===== config.mk =====
export PLATFORM = sky130hd
export DESIGN_NAME = interrupt_command_sequencer
export DESIGN_NICKNAME = d
export VERILOG_FILES = /design/src/rtl/pic_8259_pkg.sv /design/src/rtl/interrupt_command_sequencer.sv
export SDC_FILE = /design/constraint.sdc
export NUM_CORES = 1
export LEC_CHECK = 0
export ABC_CLOCK_PERIOD_IN_PS = 1950
export CAP_MARGIN = 10
export CORE_MARGIN = 2
export CORE_UTILIZATION = 48
export CTS_BUF_LIST = sky130_fd_sc_hd__clkbuf_8
export DETAILED_ROUTE_END_ITERATION = 8
export GPL_ROUTABILITY_DRIVEN = 0
export PLACE_DENSITY = 0.78
export SLEW_MARGIN = 20
export SYNTH_ARGS = -nofsm -noshare
export SYNTH_HDL_FRONTEND = slang
export SYNTH_SLANG_ARGS = --single-unit

===== constraint.sdc =====
create_clock -name clock -period 1.95 [get_ports clock]
set_clock_uncertainty 0.2 [all_clocks]
set_input_delay 0.39 -clock clock [delete_from_list [all_inputs] [get_ports clock]]
set_output_delay 0.39 -clock clock [all_outputs]
set_load 0.05 [all_outputs]

===== src/rtl/pic_8259_pkg.sv =====
// Shared definitions for the 8259A command sequencer:
// init-sequence states, OCW2 command codes and ICW/OCW bit positions.
package pic_8259_pkg;

    typedef enum logic [1:0] {
        READY     = 2'd0,
        WAIT_ICW2 = 2'd1,
        WAIT_ICW3 = 2'd2,
        WAIT_ICW4 = 2'd3
    } seq_state_t;

    // OCW2 R/SL/EOI command codes
    localparam logic [2:0] OCW2_AEOI_ROT_CLR  = 3'b000;
    localparam logic [2:0] OCW2_NS_EOI        = 3'b001;
    localparam logic [2:0] OCW2_NOP           = 3'b010;
    localparam logic [2:0] OCW2_SPEC_EOI      = 3'b011;
    localparam logic [2:0] OCW2_AEOI_ROT_SET  = 3'b100;
    localparam logic [2:0] OCW2_ROT_NS_EOI    = 3'b101;
    localparam logic [2:0] OCW2_SET_PRIORITY  = 3'b110;
    localparam logic [2:0] OCW2_ROT_SPEC_EOI  = 3'b111;

    localparam int ICW1_LTIM = 3;
    localparam int ICW1_SNGL = 1;
    localparam int ICW1_IC4  = 0;

    localparam int ICW4_SFNM = 4;
    localparam int ICW4_BUF  = 3;
    localparam int ICW4_MS   = 2;
    localparam int ICW4_AEOI = 1;

    localparam int OCW3_ESMM = 6;
    localparam int OCW3_SMM  = 5;
    localparam int OCW3_P    = 2;
    localparam int OCW3_RR   = 1;
    localparam int OCW3_RIS  = 0;

endpackage


===== src/rtl/interrupt_command_sequencer.sv =====
// 8259A ICW1..ICW4 init sequencer and OCW register file.
// Emits one-cycle OCW2 and poll pulses to the resolver/ISR logic.
module interrupt_command_sequencer
    import pic_8259_pkg::*;
(
    input  logic       clock,
    input  logic       reset,
    input  logic       write_initial_command_word_1,
    input  logic       write_a0_high,
    input  logic       write_operation_control_word_2,
    input  logic       write_operation_control_word_3,
    input  logic [7:0] internal_data_bus,
    output logic       init_done,
    output logic       level_or_edge_triggered,
    output logic       single_mode,
    output logic [4:0] vector_base,
    output logic [7:0] cascade_config,
    output logic       auto_eoi,
    output logic       buffered_mode,
    output logic       buffered_master,
    output logic       special_fully_nested,
    output logic [7:0] interrupt_mask,
    output logic       special_mask_mode,
    output logic       read_isr_select,
    output logic       poll_command,
    output logic       ocw2_strobe,
    output logic [2:0] ocw2_command,
    output logic [2:0] ocw2_level,
    output logic       rotate_on_auto_eoi
);

    seq_state_t state, state_next;
    logic       ic4;
    logic       do_icw1, do_a0, do_ocw2, do_ocw3;
    logic       enter_ready;

    // Strobe priority: ICW1 > A0=1 > OCW2 > OCW3
    always_comb begin
        do_icw1 = write_initial_command_word_1;
        do_a0   = !do_icw1 && write_a0_high;
        do_ocw2 = !do_icw1 && !write_a0_high
                  && write_operation_control_word_2
                  && (state == READY);
        do_ocw3 = !do_icw1 && !write_a0_high
                  && !write_operation_control_word_2
                  && write_operation_control_word_3
                  && (state == READY);
    end

    always_comb begin
        state_next = state;
        if (do_icw1) begin
            state_next = WAIT_ICW2;
        end else if (do_a0) begin
            case (state)
                WAIT_ICW2: begin
                    if (!single_mode)
                        state_next = WAIT_ICW3;
                    else if (ic4)
                        state_next = WAIT_ICW4;
                    else
                        state_next = READY;
                end
                WAIT_ICW3: state_next = ic4 ? WAIT_ICW4 : READY;
                WAIT_ICW4: state_next = READY;
                default:   state_next = state;
            endcase
        end
        enter_ready = (state != READY) && (state_next == READY);
    end

    always_ff @(posedge clock or posedge reset) begin
        if (reset)
            state <= READY;
        else
            state <= state_next;
    end

    always_ff @(posedge clock or posedge reset) begin
        if (reset) begin
            init_done               <= 1'b0;
            level_or_edge_triggered <= 1'b0;
            single_mode             <= 1'b0;
            ic4                     <= 1'b0;
            vector_base             <= 5'd0;
            cascade_config          <= 8'h00;
            auto_eoi                <= 1'b0;
            buffered_mode           <= 1'b0;
            buffered_master         <= 1'b0;
            special_fully_nested    <= 1'b0;
            interrupt_mask          <= 8'hFF;
            special_mask_mode       <= 1'b0;
            read_isr_select         <= 1'b0;
            poll_command            <= 1'b0;
            ocw2_strobe             <= 1'b0;
            ocw2_command            <= 3'd0;
            ocw2_level              <= 3'd0;
            rotate_on_auto_eoi      <= 1'b0;
        end else begin
            ocw2_strobe  <= 1'b0;
            poll_command <= 1'b0;
            if (do_icw1) begin
                level_or_edge_triggered <= internal_data_bus[ICW1_LTIM];
                single_mode             <= internal_data_bus[ICW1_SNGL];
                ic4                     <= internal_data_bus[ICW1_IC4];
                interrupt_mask          <= 8'h00;
                special_mask_mode       <= 1'b0;
                read_isr_select         <= 1'b0;
                rotate_on_auto_eoi      <= 1'b0;
                auto_eoi                <= 1'b0;
                buffered_mode           <= 1'b0;
                buffered_master         <= 1'b0;
                special_fully_nested    <= 1'b0;
                cascade_config          <= 8'h00;
                init_done               <= 1'b0;
            end else if (do_a0) begin
                unique case (state)
                    WAIT_ICW2: vector_base <= internal_data_bus[7:3];
                    WAIT_ICW3: cascade_config <= internal_data_bus;
                    WAIT_ICW4: begin
                        special_fully_nested <= internal_data_bus[ICW4_SFNM];
                        buffered_mode        <= internal_data_bus[ICW4_BUF];
                        buffered_master      <= internal_data_bus[ICW4_MS];
                        auto_eoi             <= internal_data_bus[ICW4_AEOI];
                    end
                    READY: interrupt_mask <= internal_data_bus;
                endcase
                if (enter_ready)
                    init_done <= 1'b1;
            end else if (do_ocw2) begin
                ocw2_command <= internal_data_bus[7:5];
                ocw2_level   <= internal_data_bus[2:0];
                ocw2_strobe  <= 1'b1;
                if (internal_data_bus[7:5] == OCW2_AEOI_ROT_SET)
                    rotate_on_auto_eoi <= 1'b1;
                else if (internal_data_bus[7:5] == OCW2_AEOI_ROT_CLR)
                    rotate_on_auto_eoi <= 1'b0;
            end else if (do_ocw3) begin
                if (internal_data_bus[OCW3_ESMM])
                    special_mask_mode <= internal_data_bus[OCW3_SMM];
                if (internal_data_bus[OCW3_RR])
                    read_isr_select <= internal_data_bus[OCW3_RIS];
                poll_command <= internal_data_bus[OCW3_P];
            end
        end
    end

endmodule


==> metrics.md, run 1 <==
| Metric | Value |
|---|---|
| CTS resizes | `2` |
| Yosys top cell by area | `dfrtp_1` |
| Tmin final | `1.88 ns` |
| TritonCTS clock tree | `done` |
| Placed instance area | `2470 um2` |
| Final core occ | `71.5%` |
| Net Switching | `0.000845 W` |
| Core Area | `3610 um2` |
| WL/cell | `15.8 um` |
| Net count after synthesis | `152` |
| First-pass GRT wire length | `6830 um` |
| Top cells by area, synth | `dfrtp_1 (48%), dfstp_2 (12%), mux2i_1 (12%)` |
| Gr usage total | `21.9%` |
| Vias in the first global route | `1351` |
| Clock power frac | `26.5%` |
| Outcome | `complete, no violations` |
| Routed wl met2 | `1960 um` |
| Synth Flop Type | `dfrtp_1` |
| CTS Buffer Depth | `2` |
| Gr ovfl total | `0` |
| Die width | `64.6 um` |
| Share of cells above drive strength 1 | `44.0%` |
| Crit-path max FO | `3` |
| Max Slew Vio Count | `0` |
| Crit share post-route | `96.2%` |
| Setup Viol. Count Final | `0` |
| Reg area | `1060 um2` |
| Die height | `64.6 um` |
| Int Power | `0.00162 W` |
| Post-route setup slack | `0.0746 ns` |
| Setup Buffers After CTS | `0` |
| Site Rows | `22` |
| Post-CTS Hold Buffers | `0` |
| Fmax | `533 MHz` |
| Post-synth EDFFs | `0` |
| Synth Instances | `138` |
| Clock root cell | `clkbuf_8` |
| Final HPWL DP | `3010 um` |
| 1st-pass router iterations | `4` |
| Post-synth design cell area | `1760 um2` |
| Hold WC Path Type | `input port to asynchronous set/reset pin` |
| Kind of critical path | `flip-flop to flip-flop` |
| Top routing layer used | `met4` |
| Async SR Flop Fraction | `100%` |
| Max-Cap Viols | `0` |
| CP startpoint kind | `flip-flop` |
| Setup WS pre-CTS | `-0.401 ns` |
| Synth-to-Final Area Change | `46.4%` |
| Fill cells | `260` |
| Initial Utilization | `48.9%` |
| Routed Wire Length | `4070 um` |
| Synth unique cells | `27` |
| Critical Path AT | `1.90 ns` |
| RSZ-0062 raised after global routing | `false` |
| Yosys warns | `0` |
| Largest net degree at the start of global routing | `43` |
| Worst-path clk slew | `0.08 ns` |
| Die area | `4170 um2` |
| Leak | `1.27 nW` |
| Worst-Margin Slew | `0.320 ns` |
| H-Tree Depth | `2` |
| Share of the synthesized area in the top cell type | `48.3%` |
| CTS Buf Count | `5` |
| Post-route cell area | `2580 um2` |
| # port buffers | `52` |
| Sequential area share after synthesis | `60.2%` |
| WHS | `0.247 ns` |
| Seq pwr share | `42.2%` |
| DR iter-0 viols | `54` |
| Switching fraction of total power | `34.3%` |
| DR vias | `1300` |
| Initial antenna violation count | `0` |
| Wire length on met1 | `1860 um` |
| Multi-input logic area | `664 um2` |
| WP data required | `1.97 ns` |
| Met3 WL | `201 um` |
| Count of state elements after synthesis | `42` |
| Hold Fails Final Rpt | `0` |
| Number of nets with antenna violations after routing | `0` |
| Power Dens Cells | `955 nW/um2` |
| Clk sinks | `42` |
| DR vias/cell | `5.06` |
| Worst VDD drop | `744 uV` |
| Syn_area_per_cell | `12.8 um2` |
| Logic pwr share | `31.3%` |
| Relative slew slack | `78.6%` |
| CP endpoint kind | `flip-flop` |
| Antenna diodes | `0` |
| I/O pin total | `53` |
| Pwr Total | `0.00246 W` |
| Final #Nets | `222` |
| DRC viols | `0` |
| Clock latency on the worst-skew pair | `0.30 ns` |
==> state kept, by name, summed over array words and instances (netlist names), 2 cells and up <==
signal / count
cascade_config: 8
interrupt_mask: 8
vector_base: 5
ocw2_command: 3
ocw2_level: 3
state: 2
==> power by group through the flow <==
| stage | Clock (W) | Sequential, W | Combinational (W) |
|---|---|---|---|
| after CTS | 0.000662 | 0.00104 | 0.000776 |
| after floorplan | 0 | 0.00136 | 0.000174 |
| after global placement | 0 | 0.00105 | 0.000764 |
| after detailed placement | 0 | 0.00106 | 0.000776 |
| final | 0.000652 | 0.00104 | 0.000771 |
| after global routing | 0.000702 | 0.00105 | 0.000810 |
==> cell type report <==
cell class / count / area share [%]
clock buffers: 8 / 4.27
inverters: 2 / 0.291
multi-input cells: 86 / 25.8
flip-flops and latches: 42 / 41.1
well taps: 48 / 2.33
repair buffers: 71 / 26.2
==> synthesized netlist by cell type, types with 2 or more instances <==
| cell | count |
|---|---|
| a21oi_1 | 3 |
| clkbuf_1 | 6 |
| dfrtp_1 | 34 |
| dfstp_2 | 8 |
| inv_1 | 2 |
| mux2_2 | 15 |
| mux2i_1 | 21 |
| nand2b_1 | 2 |
| nand3_1 | 3 |
| nand3b_1 | 4 |
| nor2_1 | 22 |
| nor3_1 | 2 |
| nor3b_1 | 2 |
==> through the flow <==
step,TNS (ns),std cells
after floorplan,0,138
after global placement,-2.86,249
after global routing,0,257
final,0,257
after detailed placement,-3.29,249
after CTS,0,257
==> cells by family (layout without fill, tap and decap cells) <==
group | count (synthesis) | count (layout) | synth area share (%)
buf+inv | 10 | 81 | 2.63
flops | 42 | 42 | 60.2
compound gates | 8 | 8 | 3.13
simple gates | 42 | 42 | 12.5
mux | 36 | 36 | 21.5
==> path summary, 6_finish.rpt <==
check,startpoint,endpoint,slack (ns),cells after the start
max,state[1]$_DFF_PP0_,rotate_on_auto_eoi$_DFFE_PP0P_,0.07,3
min,reset,ic4$_DFFE_PP0P_,0.25,3
max reg2reg,state[1]$_DFF_PP0_,rotate_on_auto_eoi$_DFFE_PP0P_,0.07,3
min reg2reg,level_or_edge_triggered$_DFFE_PP0P_,level_or_edge_triggered$_DFFE_PP0P_,0.32,1
max in group asynchronous,reset,interrupt_mask[4]$_DFFE_PP1P_,1.04,3
min in group clock,level_or_edge_triggered$_DFFE_PP0P_,level_or_edge_triggered$_DFFE_PP0P_,0.32,1
==> layout by cell type, fill, tap and decap left out, drive strengths merged <==
master,instances
buf,58
nand3,3
o31ai,1
nor2b,1
a2bb2oi,1
a221o,1
dfrtp,34
nor3,2
nand2b,2
nand3b,4
o21a,1
clkdlybuf4s50,11
nand2,1
nand4b,1
a21oi,3
or4b,2
mux2,15
dfstp,8
a31oi,1
nor3b,2
clkbuf,8
and3,1
nor2,23
inv,2
mux2i,21
dlygate4sd2,2
==> critical path: stages (launching register included) <==
cell,delay [ns]
dfrtp_1,0.38
or4b_4,0.58
or4b_1,0.49
a21oi_1,0.15
==> metal layers <==
| metal | track usage (%) | vias up |
|---|---|---|
| li1 | - | 617 |
| met2 | 34.6 | 38 |
| met3 | 6.42 | 3 |
| met1 | 29.9 | 642 |
| met5 | 0 | - |
| met4 | 5.59 | 0 |
No activity file was read; power rests on OpenSTA's default activity.
==> run 2, diff against run 1 <==
--- a/config.mk
+++ b/config.mk
@@ -7,7 +7,7 @@
 export LEC_CHECK = 0
 export ABC_CLOCK_PERIOD_IN_PS = 1950
 export CAP_MARGIN = 10
-export CORE_MARGIN = 2
+export CORE_MARGIN = 5
 export CORE_UTILIZATION = 48
 export CTS_BUF_LIST = sky130_fd_sc_hd__clkbuf_8
 export DETAILED_ROUTE_END_ITERATION = 8
==> run 2 against run 1 <==
  * Worst hold slack gained 0.0070 ns
  * Cell count grew 0.39%
  * Count of clock-buffer cells in the layout decreased by 2
  * Die area is 19% higher
  * Combinational power up 1%
  * Worst setup slack better by 0.023 ns
  * Highest routed layer unchanged
==> metrics.md, run 2 (synthesized netlist as in run 1, its figures left out) <==
| Metric | Value |
|---|---|
| Vias in the first global route | `1403 (was 1351)` |
| Setup Buffers After CTS | `0 (unchanged)` |
| Core Area | `3610 um2 (unchanged)` |
| Post-Layout Cell Count | `258 (was 257)` |
| DRC viols | `0 (unchanged)` |
| Reg area | `1060 um2 (unchanged)` |
| Placed Cells | `250 (was 249)` |
| Largest net degree at the start of global routing | `43 (unchanged)` |
| Setup TNS | `0 ns (unchanged)` |
| Net Switching | `0.000832 W (was 0.000845 W)` |
| Worst-path clk slew | `0.08 ns (about the same)` |
| Relative slew slack | `78.9% (was 78.6%)` |
| Hold WC Path Type | `input port to asynchronous set/reset pin (unchanged)` |
| RSZ-0062 raised after global routing | `false (unchanged)` |
| WL/cell | `16.8 um (was 15.8 um)` |
| Tmin final | `1.85 ns (was 1.88 ns)` |
| Synth-to-Final Area Change | `45.7% (was 46.4%)` |
| FF-to-FF Start | `state[0]$_DFF_PP0_ (was state[1]$_DFF_PP0_)` |
| Initial antenna violation count | `0 (unchanged)` |
| CTS Buffer Depth | `2 (unchanged)` |
| Die area | `4980 um2 (was 4170 um2)` |
| I/O pin total | `53 (unchanged)` |
| Final HPWL DP | `3260 um (was 3010 um)` |
| Leak | `1.27 nW (about the same)` |
| Crit share post-route | `95.0% (was 96.2%)` |
| H-Tree Depth | `2 (unchanged)` |
| Share of cells above drive strength 1 | `43.8% (was 44.0%)` |
| Commonest non-fill, non-tap cell in the layout | `buf_4 (unchanged)` |
| Die width | `70.6 um (was 64.6 um)` |
| Worst-Margin Slew | `0.315 ns (was 0.320 ns)` |
| Routed Wire Length | `4340 um (was 4070 um)` |
| Clk sinks | `42 (unchanged)` |
| R2R Setup Slk | `0.1 ns (was 0.07 ns)` |
| Clock latency on the worst-skew pair | `0.29 ns (was 0.30 ns)` |
| Clock power frac | `23.5% (was 26.5%)` |
| Critical Path Sink | `rotate_on_auto_eoi$_DFFE_PP0P_ (unchanged)` |
| Crit-path slowest cell | `or4b_4 (unchanged)` |
| Pwr Total | `0.00238 W (was 0.00246 W)` |
| Switching fraction of total power | `35.0% (was 34.3%)` |
| CP cell instances | `or4b_4 -> or4b_1 -> a21oi_1 (unchanged)` |
| Max-Cap Viols | `0 (unchanged)` |
| WHS | `0.254 ns (was 0.247 ns)` |
| CP startpoint | `state[0]$_DFF_PP0_ (was state[1]$_DFF_PP0_)` |
| CP endpoint kind | `flip-flop (unchanged)` |
| CP startpoint kind | `flip-flop (unchanged)` |
| Max Slew Vio Count | `0 (unchanged)` |
| Kind of critical path | `flip-flop to flip-flop (unchanged)` |
| Critical Path AT | `1.87 ns (was 1.90 ns)` |
| Hold Fails Final Rpt | `0 (unchanged)` |
| Setup Viol. Count Final | `0 (unchanged)` |
| Site Rows | `22 (unchanged)` |
| Worst VDD drop | `572 uV (was 744 uV)` |
| Final #Nets | `223 (was 222)` |
| Power Dens Cells | `925 nW/um2 (was 955 nW/um2)` |
| Number of nets with antenna violations after routing | `0 (unchanged)` |
| Commonest non-fill, non-tap cells in the layout | `buf_4 (50), dfrtp_1 (34), nor2_1 (22) (was buf_4 (49), dfrtp_1 (34), nor2_1 (22))` |
| Logic pwr share | `32.8% (was 31.3%)` |
| CTS Buf Count | `5 (unchanged)` |
| Crit path max-delay family | `simple AND/OR/NAND/NOR gates (unchanged)` |
| Placed instance area | `2480 um2 (was 2470 um2)` |
| Clock root cell | `clkbuf_8 (unchanged)` |
| DR iter-0 viols | `153 (was 54)` |
| Crit path buf inv count | `0 (unchanged)` |
| CP peak stage delay | `0.58 ns (about the same)` |
| Multi-input logic area | `664 um2 (unchanged)` |
| # port buffers | `52 (unchanged)` |
| Worst r2r path cells | `3 (unchanged)` |
| Fmax | `540 MHz (was 533 MHz)` |
| WP data required | `1.96 ns (was 1.97 ns)` |
| Int Power | `0.00154 W (was 0.00162 W)` |
| Post-route cell area | `2570 um2 (was 2580 um2)` |
| 1st-pass router iterations | `4 (unchanged)` |
| DR vias/cell | `5.09 (was 5.06)` |
| Initial Utilization | `48.9% (unchanged)` |
| Gr usage total | `18.4% (was 21.9%)` |
| Outcome | `complete, no violations (unchanged)` |
| Die height | `70.6 um (was 64.6 um)` |
| Fill cells | `274 (was 260)` |
| Crit-path max FO | `3 (unchanged)` |
| Antenna diodes | `0 (unchanged)` |
| First-pass GRT wire length | `7140 um (was 6830 um)` |
| TritonCTS clock tree | `done (unchanged)` |
| Crit. path cell count | `3 (unchanged)` |
| Gr ovfl total | `0 (unchanged)` |
| Seq pwr share | `43.7% (was 42.2%)` |
| DR vias | `1313 (was 1300)` |
| Largest registers | `cascade_config: 8 flops, interrupt_mask: 8 flops, vector_base: 5 flops (unchanged)` |
| Reg2Reg Capture Point | `rotate_on_auto_eoi$_DFFE_PP0P_ (unchanged)` |
## run 2: changes by cell type in the layout (fill, tap and decap cells not counted)
cell and change:
inv_1 +1, clkinv_2 +1, buf_4 +1, clkbuf_8 -2
## run 2: how the worst min path moves through the flow
stage | from | cells after the start | to | slack [ns]
6_report | reset | 3 | ocw2_command[2]$_DFFE_PP0P_ | 0.25
5_1_grt | reset | 3 | vector_base[1]$_DFFE_PP0P_ | 0.26
4_1_cts | reset | 3 | cascade_config[6]$_DFFE_PP0P_ | 0.26
3_5_place_dp | vector_base[1]$_DFFE_PP0P_ | 1 | vector_base[1]$_DFFE_PP0P_ | 0.30
3_3_place_gp | ocw2_level[0]$_DFFE_PP0P_ | 1 | ocw2_level[0]$_DFFE_PP0P_ | 0.30
2_1_floorplan | write_initial_command_word_1 | 1 | ocw2_strobe$_DFF_PP0_ | 0.27
## run 2: cell type report
type	count	area share [%]
clock buffer	6	3.22
inverter	2	0.292
timing repair buffer	72	26.6
sequential	42	41.3
tap	48	2.34
clock inverter	2	0.341
multi-input combinational	86	25.9
## run 2: worst register-to-register path: stages, from the launching register on
cell	delay [ns]
dfrtp_1	0.38
or4b_4	0.58
or4b_1	0.48
a21oi_1	0.14
## run 2: through the flow
step	setup slack, ns	util, %
after CTS	0.0239	71.2
final	0.0980	71.2
after detailed placement	-0.390	68.7
after global routing	0.0497	71.2
after floorplan	0.000304	-
after global placement	-0.368	68.7
## run 2: timing repair
action	CTS	global route
gates resized for setup	2	0
cloned	0	0
pin swaps	3	3
endpoints found under the setup margin	7	1
hold buffers	0	0
## run 2: layer usage
layer / up-vias / global-route usage (%) / part of all wire, % / wire length [um]
met3: 4 / 5.68 / 5.2 / 226
met4: 0 / 4.38 / 0.81 / 35
li1: 620 / - / - / -
met5: - / 0 / 0 / 0
met2: 46 / 29.9 / 50 / 2190
met1: 643 / 24.3 / 43 / 1880
## run 2: power groups by stage
stage	Sequential, W	Combinational [W]	Clock, W
3_3_place_gp	0.00105	0.000770	0
3_5_place_dp	0.00105	0.000786	0
2_1_floorplan	0.00136	0.000174	0
5_1_grt	0.00105	0.000815	0.000616
6_report	0.00104	0.000780	0.000557
4_1_cts	0.00104	0.000788	0.000579
